File: src/rtl/cgp_exhaustive_eval.sv
// Exhaustive fitness sweep: drives every input vector into a candidate and a golden netlist,
// accumulating mismatched output bits, a sticky per-output failure mask and a perfect flag.
module cgp_exhaustive_eval #(
    parameter int N_IN       = 8,
    parameter int N_OUT      = 7,
    parameter int SETTLE_CYC = 1,
    parameter int ERR_W      = 11
) (
    input  logic             clk,
    input  logic             rst_n,
    input  logic             start,
    input  logic             abort,
    output logic [N_IN-1:0]  vec_out,
    input  logic [N_OUT-1:0] cand_in,
    input  logic [N_OUT-1:0] gold_in,
    output logic             busy,
    output logic             done,
    output logic [ERR_W-1:0] err_count,
    output logic [N_OUT-1:0] out_fail,
    output logic             perfect
);

    // state  | meaning
    // IDLE   | waiting for start; results and last vector held
    // HOLD   | vector applied, waiting for candidate/golden outputs to settle
    // SAMPLE | compare outputs, accumulate, step to next vector
    // FIN    | one-cycle done pulse, results final
    typedef enum logic [1:0] {IDLE, HOLD, SAMPLE, FIN} state_t;

    localparam logic [3:0] HOLD_LOAD = 4'(SETTLE_CYC);
    localparam state_t     VEC_FIRST = (SETTLE_CYC == 0) ? SAMPLE : HOLD;

    state_t           state, state_nxt;
    logic [3:0]       hold_cnt;
    logic [N_OUT-1:0] mis;
    logic [ERR_W-1:0] mis_pop;
    logic [ERR_W-1:0] err_sum;
    logic             last_vec;
    logic             accept, accumulate, hold_dec, cancel;

    assign mis      = cand_in ^ gold_in;
    assign last_vec = &vec_out;
    assign err_sum  = err_count + mis_pop;

    always_comb begin
        mis_pop = '0;
        for (int i = 0; i < N_OUT; i++) begin
            mis_pop = mis_pop + ERR_W'(mis[i]);
        end
    end

    always_comb begin
        state_nxt  = state;
        accept     = 1'b0;
        accumulate = 1'b0;
        hold_dec   = 1'b0;
        cancel     = 1'b0;
        case (state)
            IDLE: begin
                // abort has priority over a simultaneous start
                if (start && !abort) begin
                    accept    = 1'b1;
                    state_nxt = VEC_FIRST;
                end
            end
            HOLD: begin
                if (abort) begin
                    cancel    = 1'b1;
                    state_nxt = IDLE;
                end else begin
                    hold_dec = 1'b1;
                    if (hold_cnt <= 4'd1) state_nxt = SAMPLE;
                end
            end
            SAMPLE: begin
                if (abort) begin
                    cancel    = 1'b1;
                    state_nxt = IDLE;
                end else begin
                    accumulate = 1'b1;
                    state_nxt  = last_vec ? FIN : VEC_FIRST;
                end
            end
            FIN:     state_nxt = IDLE;
            default: state_nxt = IDLE;
        endcase
    end

    always_ff @(posedge clk or negedge rst_n) begin
        if (!rst_n) begin
            state     <= IDLE;
            vec_out   <= '0;
            hold_cnt  <= '0;
            err_count <= '0;
            out_fail  <= '0;
            perfect   <= 1'b0;
        end else begin
            state <= state_nxt;
            if (accept) begin
                vec_out   <= '0;
                hold_cnt  <= HOLD_LOAD;
                err_count <= '0;
                out_fail  <= '0;
                perfect   <= 1'b0;
            end
            if (hold_dec) hold_cnt <= hold_cnt - 4'd1;
            if (accumulate) begin
                err_count <= err_sum;
                out_fail  <= out_fail | mis;
                if (last_vec) begin
                    perfect <= (err_sum == '0);
                end else begin
                    vec_out  <= vec_out + 1'b1;
                    hold_cnt <= HOLD_LOAD;
                end
            end
            if (cancel) perfect <= 1'b0;
        end
    end

    assign busy = (state == HOLD) || (state == SAMPLE);
    assign done = (state == FIN);

endmodule

File: config.mk
export PLATFORM = sky130hd
export DESIGN_NAME = cgp_exhaustive_eval
export DESIGN_NICKNAME = d
export VERILOG_FILES = /design/src/rtl/cgp_exhaustive_eval.sv
export SDC_FILE = /design/constraint.sdc
export NUM_CORES = 1
export LEC_CHECK = 0
export CAP_MARGIN = 5
export CORE_ASPECT_RATIO = 0.8
export CORE_MARGIN = 1
export CORE_UTILIZATION = 54
export DETAILED_ROUTE_END_ITERATION = 8
export GPL_TIMING_DRIVEN = 0
export PLACE_DENSITY = 0.89
export SLEW_MARGIN = 20
export SYNTH_ARGS = -nofsm -noshare
export SYNTH_HDL_FRONTEND = slang
export SYNTH_SLANG_ARGS = --single-unit
File: constraint.sdc
create_clock -name clk -period 5.4 [get_ports clk]
set_input_delay 0.54 -clock clk [delete_from_list [all_inputs] [get_ports clk]]
set_output_delay 0.54 -clock clk [all_outputs]
set_load 0.01 [all_outputs]
==> metrics <==
CP arrival 4.76 ns; TritonCTS Buffers 5; Via density 5.929; Crit path max-delay family adder cells; pre-CTS setup slack 0.5569 ns; syn avg cell area between 8 and 9 sq um; Crit Path Class primary input to flip-flop; wire per inst ~16 um; Primary FF master, synth dfrtp_1; synthesized area roughly 2100 sq um; initial drt markers approximately 150; I/O Buffers 46; Final Cycle Share 0.8453; GRT Total Usage 0.2648; clock-pin slew on the worst setup and hold paths around 0.07 ns; slowest stage delay, CP ~0.56 ns; Max transition margin 0.6185; WP buf/inv 3; Max clock buf depth 2; Final nets 330; Max VDD drop between 0.2 and 0.3 mV; Vias roughly 2,000; Post CTS Setup Buffer Count 0; # rows 19; CP dominant cell by count fa_1; top-area cell type share of the netlist area 0.3940; static leakage 1.180 nW; # fillers ~260; Post-synth EDFFs 0; Yosys warning total 0; status finished, final reports clean; # DRC 0; Syn Nets roughly 280; clock skew around 0.0050 ns; CP Capture Type flip-flop; Core Footprint roughly 3600 sq um; cell taking the most area after synthesis dfrtp_1; Sum Neg Setup Slack 0 ns; post-CTS sizing 0; Die X between 70 and 80 um; first-pass GRT wire length between 8000 and 9000 um; #FFs+latches synth 33; WHS about 0.087 ns; final setup fails 0; CTS Hold Bufs 0; initial antenna violation count 0; top post-synthesis cells by area dfrtp_1 (39%), o21ai_0 (6.7%), ha_1 (6.0%); Final Hold Fails 0; ys async rst share 1.000; crit path cell chain clkdlybuf4s50_1 > xor2_1 > fa_1 > inv_1 > fa_1 > fa_1 > fa_1 > inv_1 > ha_1 > nand3_1 > a21oi_1 > mux2_2 > o22a_2 > o31ai_1; worst-skew pair later-pin latency slightly below 0.3 ns; root buf cell clkbuf_8; largest net degree at the start of global routing 28; maximum clock rate 219.1 MHz; Setup crit start kind primary input; IO Pins 47; CTS tree built; max-slew violation count 0; Synth cell types 41; Maximum Capacitance Violations 0; Vert. Die Dim slightly below 60 um; CP required about 5.6 ns; GP Congestion between 0.8 and 0.9; total congestion overflow 0; DRT Wirelength between 5000 and 6000 um; Syn Inst Count approximately 240; Initial Utilization 0.5877; reg2reg start state[0]$_DFFE_PN0P_; RSZ-0062 raised after global routing false; crit path max-delay cell type fa_1; H-tree depth 2; post-route ant nets 0; number of diodes 0; Slew @ Worst Pin approximately 0.57 ns; Clock Sinks 33; vias in the first global route 1,851; P per Cell Area about 360 nW/um^2; Detailed Routing Iterations Pass 1 5; post-synthesis sequential area ratio 0.3940; Critical Path Source gold_in[0]; ratio of cells with drive above 1 in the final layout 0.05724; Final HPWL DP around 3800 um; Area growth syn-to-layout 29.31%; shortest period the worst path allows about 4.6 ns; Total Die Area 4136 sq um; final worst setup slack ~0.84 ns; CP Max Fanout 3; Hold Crit Class primary input to async pin
==> flip-flops by register name (all words and copies together) (netlist names) <==
signal / cells
hold_cnt: 4
vec_out: 8
state: 2
perfect: 1
out_fail: 7
err_count: 11
==> report_power, final <==
part	leakage (nW)	internal (mW)	switching [mW]
registers	0.447	0.295	0.0506
clock network	0.0443	0.101	0.0918
logic	0.689	0.202	0.235
==> cell usage after synthesis (2+ instances only) <==
library cell	instances
a21oi_1	17
nand2_1	31
fa_1	5
ha_1	10
clkbuf_1	5
and3_1	4
xnor2_1	6
nor2b_1	2
nand4_1	6
xor2_1	6
o21a_1	2
nand3_1	13
o21ai_0	28
nand2b_1	2
a31oi_1	2
nor2_1	24
nor3_1	5
o31ai_1	4
inv_1	11
dfrtp_1	33
o41ai_1	2
o211ai_1	3
buf_2	4
==> cells by family after synthesis <==
family | Yosys count | share of synthesized area
XOR/XNOR | 12 | 0.05015
buffers and inverters | 20 | 0.03821
flip-flops | 33 | 0.3940
AO/OA/AOI/OAI | 68 | 0.1946
multiplexers | 2 | 0.01015
AND/OR/NAND/NOR | 93 | 0.2054
adder cells (fa/ha/maj) | 15 | 0.1075
==> placed cells by master, fill, tap and decap left out, types with 2 or more instances in the layout <==
master / count
nand2_1: 31
clkbuf_1: 6
xnor2_1: 6
o31ai_1: 4
nand2b_1: 2
dfrtp_1: 33
inv_1: 11
xor2_1: 6
nand3_1: 13
o21ai_0: 28
clkdlybuf4s50_1: 45
nor2b_1: 2
o21a_1: 2
a21oi_1: 17
nor2_1: 24
clkbuf_8: 6
a31oi_1: 2
o211ai_1: 3
nand4_1: 6
ha_1: 10
buf_2: 5
o41ai_1: 2
fa_1: 5
and3_1: 4
nor3_1: 5
==> worst register-to-register path, stage by stage, from the launching register on <==
cell,delay [ns]
dfrtp_1,0.43
inv_1,0.10
ha_1,0.13
buf_2,0.20
nor2b_1,0.41
clkbuf_1,0.46
a21oi_1,0.12
o21ai_0,0.18
o31ai_1,0.09
==> layer usage <==
metal	share of wire	vias to the layer above	GRT usage
li1	-	967	-
met1	0.46	946	0.3592
met2	0.45	88	0.4259
met3	0.073	9	0.05739
met4	0.013	0	0.09244
met5	0	-	0
==> layout make-up <==
class                      instances  area [sq um]  area share
buffer                             9         38.79     0.01431
clock buffer                       7         86.33     0.03186
inverter                          11         41.29     0.01524
multi-input combinational        190          1190      0.4391
sequential                        33         825.8      0.3047
tap                               42         52.55     0.01939
timing repair buffer              47         475.5      0.1754
==> metrics by stage <==
step / utilization / cells / cell area, sq um / power [mW]
after floorplan: - / 243 / 2096 / 0.6094
after global placement: 0.7316 / 331 / 2609 / 0.7568
after detailed placement: 0.7358 / 332 / 2624 / 0.7796
after CTS: 0.7600 / 339 / 2710 / 0.9707
after global routing: 0.7600 / 339 / 2710 / 1.043
final: 0.7600 / 339 / 2710 / 0.9750
==> final timing paths <==
path / cells past startpoint / end / slack (ns)
hold / removal: 1 / err_count[4]$_DFFE_PN0P_ / 0.09
min in group clk: 2 / out_fail[6]$_DFFE_PN0P_ / 0.50
setup / recovery: 14 / perfect$_DFF_PN0_ / 0.84
max in group asynchronous: 2 / perfect$_DFF_PN0_ / 4.91
setup reg to reg: 8 / vec_out[4]$_DFF_PN0_ / 3.16
hold reg to reg: 2 / out_fail[6]$_DFFE_PN0P_ / 0.50
No activity file was read; power rests on OpenSTA's default activity.
